<file path="src/rtl/dmem_arbiter_if.sv">
`default_nettype none
// ============================================================================
// Module      : dmem_arbiter_if
// Description : Request/response bundle between the two LSU-side masters and
//               the data-memory arbiter. Every vector carries both masters,
//               with master i in slice i.
// Revision    : 1.0 - initial release
// ============================================================================
interface dmem_arbiter_if #(
  parameter int N      = 32,
  parameter int ADDR_W = 12
);

  // Request side, driven by the masters
  logic [1:0]            req_i;
  logic [1:0]            we_i;
  logic [2*ADDR_W-1:0]   addr_i;
  logic [2*N-1:0]        wdata_i;
  logic [2*(N/8)-1:0]    be_i;

  // Response side, driven by the arbiter
  logic [1:0]            gnt_o;
  logic [1:0]            rvalid_o;
  logic [2*N-1:0]        rdata_o;

  // Master view: issues requests, observes grants and read returns
  modport master (
    output req_i,
    output we_i,
    output addr_i,
    output wdata_i,
    output be_i,
    input  gnt_o,
    input  rvalid_o,
    input  rdata_o
  );

  // Arbiter view
  modport slave (
    input  req_i,
    input  we_i,
    input  addr_i,
    input  wdata_i,
    input  be_i,
    output gnt_o,
    output rvalid_o,
    output rdata_o
  );

endinterface : dmem_arbiter_if
`default_nettype wire

</file>
<file path="src/rtl/dmem_arbiter.sv">
`default_nettype none
// ============================================================================
// Module      : dmem_arbiter
// Description : Two-master arbiter for the single data-memory/IO port.
//               Master 0 is the core load/store path, master 1 the debug /
//               program loader. One access is granted per cycle with
//               round-robin on conflict; read data is routed back to the
//               issuing master after a fixed memory latency. Per-master
//               saturating stall counters record cycles spent waiting.
// Revision    : 1.0 - initial release
// ============================================================================
module dmem_arbiter #(
  parameter int N      = 32,  // data width
  parameter int ADDR_W = 12,  // memory address width
  parameter int RD_LAT = 1,   // memory read latency, 1..4
  parameter int CNT_W  = 16   // stall counter width
) (
  input  wire logic                 clk_i,
  input  wire logic                 rst_ni,
  dmem_arbiter_if.slave             bus,
  output logic                      mem_en_o,
  output logic                      mem_we_o,
  output logic [ADDR_W-1:0]         mem_addr_o,
  output logic [N-1:0]              mem_wdata_o,
  output logic [N/8-1:0]            mem_be_o,
  input  wire logic [N-1:0]         mem_rdata_i,
  output logic [2*CNT_W-1:0]        stall_cnt_o
);

  localparam int BE_W = N / 8;

  // --------------------------------------------------------------------------
  // Arbitration state and combinational grant
  // --------------------------------------------------------------------------
  // last_gnt_q holds the index of the most recently granted master; a tie
  // goes to the other one. Resetting it to 1 lets master 0 win the first tie.
  logic       last_gnt_q;
  logic       last_gnt_d;
  logic [1:0] gnt;
  logic       sel;        // index of the granted master (valid when |gnt)
  logic       any_gnt;

  // Grant decode; forced low while reset is asserted so the port is quiet
  // even if requests are already pending.
  always_comb begin
    gnt = 2'b00;
    if (rst_ni) begin
      unique case (bus.req_i)
        2'b01:   gnt = 2'b01;
        2'b10:   gnt = 2'b10;
        2'b11:   gnt = last_gnt_q ? 2'b01 : 2'b10;
        default: gnt = 2'b00;
      endcase
    end
  end

  assign sel         = gnt[1];
  assign any_gnt     = |gnt;
  assign bus.gnt_o   = gnt;

  // Round-robin pointer follows every grant, holds otherwise
  always_comb begin
    last_gnt_d = last_gnt_q;
    if (any_gnt) begin
      last_gnt_d = sel;
    end
  end

  // Round-robin pointer register
  always_ff @(posedge clk_i or negedge rst_ni) begin
    if (!rst_ni) begin
      last_gnt_q <= 1'b1;
    end else begin
      last_gnt_q <= last_gnt_d;
    end
  end

  // --------------------------------------------------------------------------
  // Command mux: the granted master's command goes to memory; with no grant
  // every memory-side output is driven to zero.
  // --------------------------------------------------------------------------
  logic              sel_we;
  logic [ADDR_W-1:0] sel_addr;
  logic [N-1:0]      sel_wdata;
  logic [BE_W-1:0]   sel_be;

  assign sel_we    = sel ? bus.we_i[1]                    : bus.we_i[0];
  assign sel_addr  = sel ? bus.addr_i[ADDR_W +: ADDR_W]   : bus.addr_i[0 +: ADDR_W];
  assign sel_wdata = sel ? bus.wdata_i[N +: N]            : bus.wdata_i[0 +: N];
  assign sel_be    = sel ? bus.be_i[BE_W +: BE_W]         : bus.be_i[0 +: BE_W];

  assign mem_en_o    = any_gnt;
  assign mem_we_o    = any_gnt & sel_we;
  assign mem_addr_o  = any_gnt ? sel_addr  : '0;
  assign mem_wdata_o = any_gnt ? sel_wdata : '0;
  assign mem_be_o    = any_gnt ? sel_be    : '0;

  // --------------------------------------------------------------------------
  // Read-return pipe
  // --------------------------------------------------------------------------
  // Stage 0 captures the command accepted this cycle; stage RD_LAT-1 is the
  // head and lines up with mem_rdata_i for that read. Only valid bits need a
  // reset: ids are don't-care whenever their valid bit is low.
  logic [RD_LAT-1:0] pipe_vld_q;
  logic [RD_LAT-1:0] pipe_vld_d;
  logic [RD_LAT-1:0] pipe_id_q;
  logic [RD_LAT-1:0] pipe_id_d;
  logic              rd_accept;

  assign rd_accept = any_gnt & ~sel_we;

  // Shift the pipe by one stage, inserting the current accept at stage 0
  always_comb begin
    pipe_vld_d    = '0;
    pipe_id_d     = '0;
    pipe_vld_d[0] = rd_accept;
    pipe_id_d[0]  = sel;
    for (int i = 1; i < RD_LAT; i++) begin
      pipe_vld_d[i] = pipe_vld_q[i-1];
      pipe_id_d[i]  = pipe_id_q[i-1];
    end
  end

  // Pipe valid bits: cleared by reset so in-flight reads are dropped
  always_ff @(posedge clk_i or negedge rst_ni) begin
    if (!rst_ni) begin
      pipe_vld_q <= '0;
    end else begin
      pipe_vld_q <= pipe_vld_d;
    end
  end

  // Pipe id bits: follow the valid bits, no reset needed
  always_ff @(posedge clk_i) begin
    pipe_id_q <= pipe_id_d;
  end

  logic head_vld;
  logic head_id;

  assign head_vld = pipe_vld_q[RD_LAT-1];
  assign head_id  = pipe_id_q[RD_LAT-1];

  // Per-master response: pulse rvalid and pass memory data only to the
  // owner of the head entry; the other master sees zeros.
  for (genvar k = 0; k < 2; k++) begin : g_resp
    logic hit;
    assign hit                    = head_vld & (head_id == 1'(k));
    assign bus.rvalid_o[k]        = hit;
    assign bus.rdata_o[k*N +: N]  = hit ? mem_rdata_i : '0;
  end

  // --------------------------------------------------------------------------
  // Stall counters: count cycles where a master requests but is not granted,
  // saturating at all-ones instead of wrapping.
  // --------------------------------------------------------------------------
  localparam logic [CNT_W-1:0] CNT_ONE = CNT_W'(1);
  localparam logic [CNT_W-1:0] CNT_MAX = '1;

  for (genvar k = 0; k < 2; k++) begin : g_stall
    logic [CNT_W-1:0] cnt_q;
    logic [CNT_W-1:0] cnt_d;
    logic             stalled;

    assign stalled = bus.req_i[k] & ~gnt[k];

    // Next count: bump on a stalled cycle unless already saturated
    always_comb begin
      cnt_d = cnt_q;
      if (stalled && (cnt_q != CNT_MAX)) begin
        cnt_d = cnt_q + CNT_ONE;
      end
    end

    // Counter register
    always_ff @(posedge clk_i or negedge rst_ni) begin
      if (!rst_ni) begin
        cnt_q <= '0;
      end else begin
        cnt_q <= cnt_d;
      end
    end

    assign stall_cnt_o[k*CNT_W +: CNT_W] = cnt_q;
  end

endmodule : dmem_arbiter
`default_nettype wire
</file>
<file path="src/flat_wrapper.sv">
// flat-port wrapper written by rule: the top's interface ports become plain ports
module dmem_arbiter_flat 
#(
  parameter int N      = 32,               
  parameter int ADDR_W = 12,                         
  parameter int RD_LAT = 1,                               
  parameter int CNT_W  = 16                         
)
  (clk_i, rst_ni, mem_en_o, mem_we_o, mem_addr_o, mem_wdata_o, mem_be_o, mem_rdata_i, stall_cnt_o, bus_req_i, bus_we_i, bus_addr_i, bus_wdata_i, bus_be_i, bus_gnt_o, bus_rvalid_o, bus_rdata_o);
  dmem_arbiter_if #(.N(N), .ADDR_W(ADDR_W)) bus_i ();
  input  wire logic clk_i;
  input  wire logic rst_ni;
  output logic mem_en_o;
  output logic mem_we_o;
  output logic [ADDR_W-1:0] mem_addr_o;
  output logic [N-1:0] mem_wdata_o;
  output logic [N/8-1:0] mem_be_o;
  input  wire logic [N-1:0] mem_rdata_i;
  output logic [2*CNT_W-1:0] stall_cnt_o;
  input wire logic [$bits(bus_i.req_i)-1:0] bus_req_i;
  input wire logic [$bits(bus_i.we_i)-1:0] bus_we_i;
  input wire logic [$bits(bus_i.addr_i)-1:0] bus_addr_i;
  input wire logic [$bits(bus_i.wdata_i)-1:0] bus_wdata_i;
  input wire logic [$bits(bus_i.be_i)-1:0] bus_be_i;
  output wire logic [$bits(bus_i.gnt_o)-1:0] bus_gnt_o;
  output wire logic [$bits(bus_i.rvalid_o)-1:0] bus_rvalid_o;
  output wire logic [$bits(bus_i.rdata_o)-1:0] bus_rdata_o;
  assign bus_i.req_i = bus_req_i;
  assign bus_i.we_i = bus_we_i;
  assign bus_i.addr_i = bus_addr_i;
  assign bus_i.wdata_i = bus_wdata_i;
  assign bus_i.be_i = bus_be_i;
  assign bus_gnt_o = bus_i.gnt_o;
  assign bus_rvalid_o = bus_i.rvalid_o;
  assign bus_rdata_o = bus_i.rdata_o;
  dmem_arbiter #(.N(N), .ADDR_W(ADDR_W), .RD_LAT(RD_LAT), .CNT_W(CNT_W)) u_core (.clk_i(clk_i), .rst_ni(rst_ni), .bus(bus_i), .mem_en_o(mem_en_o), .mem_we_o(mem_we_o), .mem_addr_o(mem_addr_o), .mem_wdata_o(mem_wdata_o), .mem_be_o(mem_be_o), .mem_rdata_i(mem_rdata_i), .stall_cnt_o(stall_cnt_o));
endmodule
</file>
<file path="config.mk">
export PLATFORM = sky130hd
export DESIGN_NAME = dmem_arbiter_flat
export DESIGN_NICKNAME = d
export VERILOG_FILES = /design/src/rtl/dmem_arbiter_if.sv /design/src/rtl/dmem_arbiter.sv /design/src/flat_wrapper.sv
export SDC_FILE = /design/constraint.sdc
export NUM_CORES = 1
export LEC_CHECK = 0
export ABC_AREA = 1
export CORE_AREA = 5 5 107 109
export DETAILED_ROUTE_END_ITERATION = 7
export DIE_AREA = 0 0 112 114
export GPL_ROUTABILITY_DRIVEN = 1
export PLACE_DENSITY = 0.82
export SYNTH_ARGS = -nofsm -noshare
export SYNTH_HDL_FRONTEND = slang
export SYNTH_SLANG_ARGS = --single-unit
</file>
<file path="constraint.sdc">
create_clock -name clk_i -period 3.46 [get_ports clk_i]
set_input_delay 0.865 -clock clk_i [delete_from_list [all_inputs] [get_ports clk_i]]
set_output_delay 0.865 -clock clk_i [all_outputs]
set_load 0.03 [all_outputs]
</file>
# [Yosys cells after proc, flatten, opt, wreduce, memory -nomap -nowiden]
# Index checks and enable logic that the tools add are counted.
[totals] input_bits=134 ff_bits=35 output_inout_bits=150 wordCells=37
[classes] n_mux=12 n_bitwise=10 n_reduce_logical=3 addsub=2 n_eq_ne=5
[op_table] op="32-bit 2-to-1 mux" n=4
[op_table] op="16-bit by 1-bit adder with 16-bit output, second input constant" n=2
[op_table] op="16-bit != test, second input constant" n=2
[op_table] op="12-bit 2-to-1 mux" n=2
[op_table] op="4-bit 2-to-1 mux" n=2
[op_table] op="1-bit bitwise AND" n=6
[op_table] op="2-bit case mux with 3 select lines" n=1
[op_table] op="2-bit == test, second input constant" n=2
[op_table] op="2-bit 2-to-1 mux" n=2
[op_table] op="1-bit NOT" n=4
[op_table] op="2-bit by 1-bit == test with 1-bit output, second input constant" n=1
[op_table] op="1-bit logical AND" n=2
[op_table] op="2-bit OR reduction" n=1
[op_table] op="1-bit 2-to-1 mux" n=1

# [Depth between registers and ports, before layout]
# Gate-level depths: netlist (run 1).
[logic_depth] depth_word=6 depth_mapped=10 ltp_nobuf=9

# [Worst setup path after synthesis (run 1)]
# OpenSTA, ideal clock, no wires.
[synth_path] path_kind="input to output" from="input rst_ni" to="output mem_addr_o[10]" arrival_time_ns=2.104 stages=5 path_buffers=1 path_slack_ns=0.491 t_required_ns=2.595 path_cell_list="nand2_1 nand2_1 clkbuf_1 o21ai_0 nor2_1"
[synth_via] elab_chain_len=3 elab_cells_between_ends=4 cone_classes="3 x mux; 1 x reduce/logical"
[synth_rtl] element="from (decl)" line_no="flat_wrapper.sv:12" rtl="input wire logic rst_ni;"
[synth_rtl] element="2-bit 2-to-1 mux" line_no="dmem_arbiter.sv:47" rtl="if (rst_ni) begin"
[synth_rtl] element="2-bit OR reduction" line_no="dmem_arbiter.sv:58" rtl="assign any_gnt = |gnt;"
[synth_rtl] element="via mem_en_o" line_no="flat_wrapper.sv:13" rtl="output logic mem_en_o;"
[synth_rtl] element="12-bit 2-to-1 mux" line_no="dmem_arbiter.sv:94" rtl="assign mem_addr_o = any_gnt ? sel_addr : '0;"
[synth_rtl] element="to (decl)" line_no="flat_wrapper.sv:15" rtl="output logic [ADDR_W-1:0] mem_addr_o;"
# The timed path passes the listed nets, and every way through them passes these cells.

# [Worst setup path after layout (run 1)]
[layout_path] from="input bus_req_i[0]" to="output mem_wdata_o[13]"
[layout_via] elab_chain_len=5 elab_cells_between_ends=8 cone_classes="3 x eq/ne; 4 x mux; 1 x reduce/logical"
[layout_rtl] element="from (decl)" line_no="flat_wrapper.sv:20" rtl="input wire logic [$bits(bus_i.req_i)-1:0] bus_req_i;"
[layout_rtl] element="2-bit == test / 2-bit by 1-bit == test with 1-bit output (equally long branches)" line_no="dmem_arbiter.sv:48" rtl="unique case (bus.req_i)"
[layout_rtl] element="2-bit case mux with 3 select lines *" line_no="dmem_arbiter.sv:48"
[layout_rtl] element="2-bit 2-to-1 mux *" line_no="dmem_arbiter.sv:47"
[layout_rtl] element="32-bit 2-to-1 mux / 2-bit OR reduction (equally long branches)" line_no="dmem_arbiter.sv:89, dmem_arbiter.sv:58"
[layout_rtl] element="32-bit 2-to-1 mux *" line_no="dmem_arbiter.sv:95" rtl="assign mem_wdata_o = any_gnt ? sel_wdata : '0;"
[layout_rtl] element="to (decl)" line_no="flat_wrapper.sv:16" rtl="output logic [N-1:0] mem_wdata_o;"
# Every way passes the cells marked *; elsewhere a longest branch is shown, timed or not.

==> results by stage, run 1 <==
Floorplan:
- During I/O placement, the number of pins put on the boundary was 284.
- The effective utilization at floorplan is 32.5%.
- The cell row count is 38.
- The die boundary width is 112 microns.
- The die boundary height is 114 microns.
- The core region is 10500 sq um.
- The area of the die is 12800 sq um.

Logic synthesis:
- The net count after synthesis is 719.
- By area the synthesized netlist is led by sky130_fd_sc_hd__dfrtp_1, sky130_fd_sc_hd__nor2_1, sky130_fd_sc_hd__nand2_1.
- The yosys synthesis warning count is 0.
- The synthesized design contains 35 register bits.
- The mean instance size in the synthesized netlist is 5.86 sq um.
- The library cell occupying the most area in the post-synthesis netlist is sky130_fd_sc_hd__dfrtp_1.
- The share of synthesized area in the top cell type comes to 24.2%.
- The combined area of all synthesized cells is 3410 sq um.
- The gate count of the mapped netlist is 583.
- Sequential cells were found to cover 25.5% of the synthesized design area.
- The netlist uses 33 different library cells.

Route:
- The remaining antenna violation count is 0.
- The detailed-route via count is 4557.
- The post-detailed-route wirelength per cell is 14.3 microns.
- The DRC violations left is 0.
- The total wire length after detailed routing is 14.3 mm.
- The detailed-routing iteration count for the pre-antenna-repair pass is 4.
- Dividing the detail-routed via count by the number of cells gives 4.58.
- The first-iteration detailed-routing DRC count is 255.

Global route:
- Global routing used 20.7% of the available tracks.
- The initial antenna violation count is 0.
- Entering global routing, the biggest net connects 53 pins.
- The first global-routing pass estimated 21.8 mm of wire.
- The number of global-route vias before repair is 4184.
- The remaining global-route overflow is 0.

Power and ir drop:
- The worst-case IR drop observed on VDD is 0.532 mV.
- For this design the static power due to leakage is 3.06 nW.
- The areal power density over the cells is 409 nW/um^2.

Flow run:
- Across the run, the number of max-cap violations was 0.

Setup path:
- Tracing the worst setup path back leads to its startpoint at bus_req_i[0].
- Along the worst path, the maximum fanout reaches 51.
- At the worst endpoint, the arrival time is 2440 ps.
- The worst setup path is launched from an input port.
- In this run the critical register-to-register path is launched from u_core.g_stall[1].cnt_q[0].
- STA classifies the critical path endpoint as an output port.
- At the worst endpoint, the required time is 2590 ps.
- The worst-case register-to-register setup slack is 1810 ps.
- The kind of critical path is input port to output port.

CTS:
- The longest clock path from root to sink contains 2 buffers.
- The TritonCTS clock tree is yes.
- The root buffer cell chosen for the clock tree is sky130_fd_sc_hd__clkbuf_8.
- Clock-pin slew was measured on the worst setup and hold paths at 80 ps.
- The depth of the CTS H-tree is 2.
- TritonCTS created 5 clock buffers.
- Clock tree synthesis found a total of 35 sinks.
- The total setup buffers inserted after CTS is 0.
- Post-CTS repair changed the size of 0 cells.
- The number of buffers added to fix hold violations after cts is 0.
- At the later pin of the worst-skew pair, clock insertion delay measures 300 ps.

Place:
- At the placement stage, the worst setup path has a slack of 147 ps.
- Buffers placed on the I/O ports in this run total 283.
- Counting tap cells, the placed design contains a total of 987 instances.
- The global placement routability congestion is 0.856.
- Once placement finished, the instance area stood at 6280 sq um.
- The sum of net half-perimeters after detailed placement is 11.6 mm.

Cells and area:
- Relative to the synthesized area, the layout overhead comes to 87.2%.
- The commonest non-fill, non-tap cell in the layout is sky130_fd_sc_hd__clkdlybuf4s50_1.
- In the layout the commonest cells are sky130_fd_sc_hd__clkdlybuf4s50_1, sky130_fd_sc_hd__nor2_1, sky130_fd_sc_hd__nand2_1.
- The count of placed standard cells in the final layout, fillers left out is 995.
- The number of inserted diodes is 0.
- The final non-filler cell area is 6390 sq um.
- The total number of nets in the final design is 990.
- The layout has 1003 filler cells.
- The share of post-route cells with drive strength above 1 is 13.5%.

STA:
- The final hold violation count is 0.
- The peak clock frequency supported by timing is 302 MHz.
- Adding up every negative setup slack in the final design gives 0 ps.
- Setup repair after global routing left no endpoint under its margin.
- Of the available clock period, the critical path in the final layout requires 95.7%.
- Measured against its own limit, the worst slew margin works out to 75.4%.
- For the pin with the worst max-slew slack, the measured transition is 368 ps.
- The max-slew violation total from the final report is 0.
- The clock arrives with 9.05 ps of skew.
- The worst setup margin is 150 ps.
- Setup violations remaining at the end of the flow were counted as 0.
- The worst path needs 3310 ps of the cycle, external delays included.

Run status:
- The flow ran to the end, and the final reports show no timing, DRC or antenna violations.

Min path:
- The type of the worst min-delay path is input port to async pin.
-- worst max-delay path: stages --
cell and delay (ps):
sky130_fd_sc_hd__clkdlybuf4s50_1 610, sky130_fd_sc_hd__nand2_1 140, sky130_fd_sc_hd__nand2_1 130, sky130_fd_sc_hd__buf_12 210, sky130_fd_sc_hd__o21ai_0 120, sky130_fd_sc_hd__nor2_1 190
sky130_fd_sc_hd__buf_12 150
-- final timing paths --
kind	to	cells after the start
min in group clk_i	u_core.last_gnt_q	2
max in group asynchronous	u_core.g_stall[1].cnt_q[5]	2
worst max-delay path	mem_wdata_o[13]	7
worst min register to register	u_core.last_gnt_q	2
worst max register to register	u_core.g_stall[1].cnt_q[2]	7
worst min-delay path	u_core.g_stall[0].cnt_q[15]	1
-- metal layers --
metal	up-vias	global-route usage [%]	part of all wire (%)
met5	-	0	0
met2	187	37.0	51
met1	2033	25.5	40
li1	2319	-	-
met3	18	4.93	7.5
met4	0	4.41	1.4
-- registers in the layout, summed over array words and instances, names as in the netlist --
register and count:
u_core.head_vld 1, u_core.last_gnt_q 1, u_core.head_id 1, u_core.g_stall.cnt_q 32
-- kinds of logic after synthesis --
| family | synth area share (%) |
|---|---|
| simple gates | 49.5 |
| buf+inv | 11.4 |
| compound gates | 9.20 |
| flops | 25.5 |
| xor+xnor | 3.59 |
| fa+ha+maj | 0.733 |
-- synthesized netlist by cell type, drive strengths merged --
library cell,instances
a21oi,3
and2,1
buf,9
clkbuf,18
dfrtp,33
dfstp,1
dfxtp,1
ha,2
inv,59
nand2,162
nand3,16
nand3b,2
nand4,12
nor2,193
o21ai,56
or2,1
xnor2,6
xor2,8
-- per-stage QoR --
| step | hold slack, ps | util, % | total power [W] |
|---|---|---|---|
| 5_1_grt | 358 | 60.8 | 0.00279 |
| 2_1_floorplan | 523 | - | 0.00159 |
| 3_3_place_gp | 546 | 59.8 | 0.00222 |
| 3_5_place_dp | 552 | 59.8 | 0.00224 |
| 6_report | 373 | 60.8 | 0.00261 |
| 4_1_cts | 366 | 60.8 | 0.00263 |
-- report_power, final --
group / internal, W / switching (W) / total (W)
Sequential: 0.000519 / 0.000202 / 0.000722
Clock: 0.000215 / 0.000168 / 0.000383
Combinational: 0.000650 / 0.000857 / 0.00151
Total: 0.00138 / 0.00123 / 0.00261
-- final cells by class --
cell class | instances | area, sq um | share of cell area, %
well taps | 140 | 175 | 2.74
repair buffers | 291 | 2860 | 44.7
clock buffers | 5 | 68.8 | 1.08
flip-flops and latches | 35 | 872 | 13.6
inverters | 59 | 221 | 3.47
clock inverters | 3 | 43.8 | 0.685
multi-input cells | 462 | 2150 | 33.7
No activity file was read; power rests on OpenSTA's default activity.
==> run 2: changes to the inputs <==
- PLACE_DENSITY: 0.82 -> 0.9
==> results by stage, run 2 (synthesized netlist as in run 1, its figures left out) <==
Run status:
- The run finished with clean final reports.

STA:
- The final critical delay including setup and external delays was 3300 ps (-8.79 ps).
- Setup repair after global routing left no endpoint under its margin.
- The final hold violation count came to 0 (unchanged).
- The max-slew violation total from the final report is 0 (unchanged).
- The clock skew was 5.20 ps (-3.85 ps).
- The peak clock frequency supported by timing is 303 MHz (+0.27%).
- The worst-case headroom to the max-slew limit is 66.8% (-8.6 points).
- The slew at the pin closest to its max-slew limit is 498 ps (+130 ps).
- The final setup violation count came to 0 (unchanged).
- The post-route fraction of the period consumed by the critical path came to 95.4% (-0.25 points).
- The worst setup margin was 159 ps (+8.79 ps).
- The final-layout setup total negative slack came to 0 ps (unchanged).

Global route:
- The remaining global-route overflow is 0 (unchanged).
- The number of global-route vias before repair is 4364 (+4.3%).
- The pin count of the biggest net entering global routing came to 53 (unchanged).
- The overall track demand over capacity in global routing is 20.8% (+0.094 points).
- The initial antenna violation count came to 0 (unchanged).
- The first-pass GRT wire length is 21.7 mm (-0.16%).

Floorplan:
- The effective utilization at floorplan is 32.5% (unchanged).
- The core footprint is 10500 sq um (unchanged).
- The number of top-level pins is 284 (unchanged).
- The area of the die is 12800 sq um (unchanged).
- The cell row count was 38 (unchanged).
- The die boundary height is 114 microns (unchanged).
- The die boundary width is 112 microns (unchanged).

Power and ir drop:
- The areal power density over the cells is 397 nW/um^2 (-2.9%).
- The maximum resistive drop on vdd came to 0.500 mV (-6.0%).
- The cell-internal power came to 0.00132 W (-4.9%).
- The leakage power is 3.05 nW (-0.37%).
- The power consumption was 0.00254 W (-2.8%).
- The clock network fraction of design power came to 12.0% (-2.7 points).
- The combinational fraction of design power is 59.8% (+2.1 points).
- The switching power share of the total is 48.1% (+1.1 points).
- The register share of total power came to 28.2% (+0.6 points).
- The switching power summed over all nets is 0.00122 W (-0.47%).

Setup path:
- The worst setup path is captured at an output port.
- In this run the critical register-to-register path is captured at u_core.g_stall[1].cnt_q[14].
- The kind of critical path is input port to output port.
- In this run the critical register-to-register path is launched from u_core.g_stall[1].cnt_q[0].
- The critical path starts at bus_req_i[0].
- The largest driver fanout on the critical path is 48 (-5.9%).
- The worst reg-to-reg path cell count is 8 (+1).
- The worst-case register-to-register setup slack came to 1810 ps (about the same).
- The required time at the endpoint of the critical path was 2590 ps (about the same).
- The sort of element at the start of the critical path is an input port.
- The data arrival at the endpoint of the critical path came to 2440 ps (about the same).

CTS:
- The number of buffers added to fix hold violations after cts is 0 (unchanged).
- The buffer cell driving the clock tree root is sky130_fd_sc_hd__clkbuf_8.
- The register clock-pin slew on the reported worst setup and hold paths is 70 ps (about the same).
- The maximum buffer depth of the clock tree is 2 (unchanged).
- The depth of the CTS H-tree is 2 (unchanged).
- The number of clock sinks is 35 (unchanged).
- The total clock buffers created by CTS is 5 (unchanged).
- The clock latency of the later-clocked register in the worst-skew pair is 290 ps (about the same).
- The total setup buffers inserted after CTS is 0 (unchanged).
- The number of instances resized during post-cts repair is 0 (unchanged).
- The TritonCTS clock tree is yes.

Flow run:
- The number of violations of the max-capacitance limit is 0 (unchanged).

Cells and area:
- The number of inserted diodes is 0 (unchanged).
- In the layout the commonest cells are sky130_fd_sc_hd__clkdlybuf4s50_1, sky130_fd_sc_hd__nor2_1, sky130_fd_sc_hd__nand2_1.
- The count of placed standard cells in the final layout, fillers left out is 994 (-0.10%).
- The share of post-route cells with drive strength above 1 is 13.3% (-0.10 points).
- The flip-flop count of the largest register after layout is 32 (unchanged).
- The commonest non-fill, non-tap cell in the layout is sky130_fd_sc_hd__clkdlybuf4s50_1.
- The top register by number of flip-flops is u_core.g_stall.cnt_q.
- The area overhead of the layout relative to synthesis came to 87.3% (about the same).
- The final non-filler cell area is 6400 sq um (about the same).
- The total number of nets in the final design is 989 (-0.10%).

Route:
- The post-detailed-route wirelength per cell is 14.4 microns (+0.76%).
- The total wire length after detailed routing is 14.4 mm (+0.66%).
- The first-iteration detailed-routing DRC count came to 279 (+9.4%).
- The DRC violations left is 0 (unchanged).
- The via count normalized by instance count is 4.58 (about the same).
- The detailed-route via count is 4551 (-0.13%).
- The remaining antenna violation count was 0 (unchanged).
- The detailed-routing iteration count for the pre-antenna-repair pass is 4 (unchanged).

Place:
- The global placement routability congestion is 0.859 (+0.35%).
- The placed instance area is 6310 sq um (+0.48%).
- The sum of net half-perimeters after detailed placement is 11.7 mm (+1.7%).
- The total of buffers placed on input and output ports is 283 (unchanged).
- The worst slack at placement was 86.7 ps (-60.3 ps).
- The cell count after placement is 986 (-0.10%).

Min path:
- The type of the worst min-delay path is input port to async pin.
## run 2: cell types whose count changed in the layout (fill, tap and decap cells not counted), sizes merged
cell      previous run  this run
buf                 61        60
bufinv               1         0
clkbuf               5         6
clkinv               2         1
clkinvlp             0         1
## run 2: layout make-up
type	count	area [sq um]
Fill cell	939	4110
Timing Repair Buffer	290	2890
Multi-Input combinational cell	462	2150
Sequential cell	35	872
Inverter	59	221
Clock buffer	6	72.6
Tap cell	140	175
Clock inverter	2	12.5
## run 2: stage by stage
stage               hold WS, ps  util (%)
floorplan                   523         -
global placement            541      60.0
detailed placement          551      60.0
CTS                         378      60.8
global route                379      60.9
finish                      382      60.9
## run 2: layer usage
layer	vias to the layer above	wire length, microns	track usage (%)
met4	0	270	5.61
met1	2029	5820	24.7
met5	-	0	0
li1	2320	-	-
met3	21	1170	5.62
met2	181	7100	37.3
## run 2: power groups by stage
stage / registers, W / logic (W) / clock network, W
after floorplan: 0.000899 / 0.000691 / 0
after global placement: 0.000718 / 0.00150 / 0
after detailed placement: 0.000721 / 0.00153 / 0
after CTS: 0.000714 / 0.00153 / 0.000311
after global routing: 0.000740 / 0.00165 / 0.000333
final: 0.000716 / 0.00152 / 0.000304
## run 2: worst max-delay path, cell delays in order
cell	delay [ps]
sky130_fd_sc_hd__clkdlybuf4s50_1	590
sky130_fd_sc_hd__nand2_1	150
sky130_fd_sc_hd__nand2_2	140
sky130_fd_sc_hd__buf_12	200
sky130_fd_sc_hd__o21ai_0	110
sky130_fd_sc_hd__nor2_1	200
sky130_fd_sc_hd__buf_12	160
## run 2: how the worst max path moves through the flow
stage	endpoint	slack, ps	cells past startpoint
6_report	mem_wdata_o[26]	160	7
3_3_place_gp	mem_we_o	150	8
2_1_floorplan	mem_addr_o[10]	490	5
5_1_grt	mem_we_o	30	8
4_1_cts	mem_wdata_o[26]	80	7
3_5_place_dp	mem_wdata_o[26]	90	7
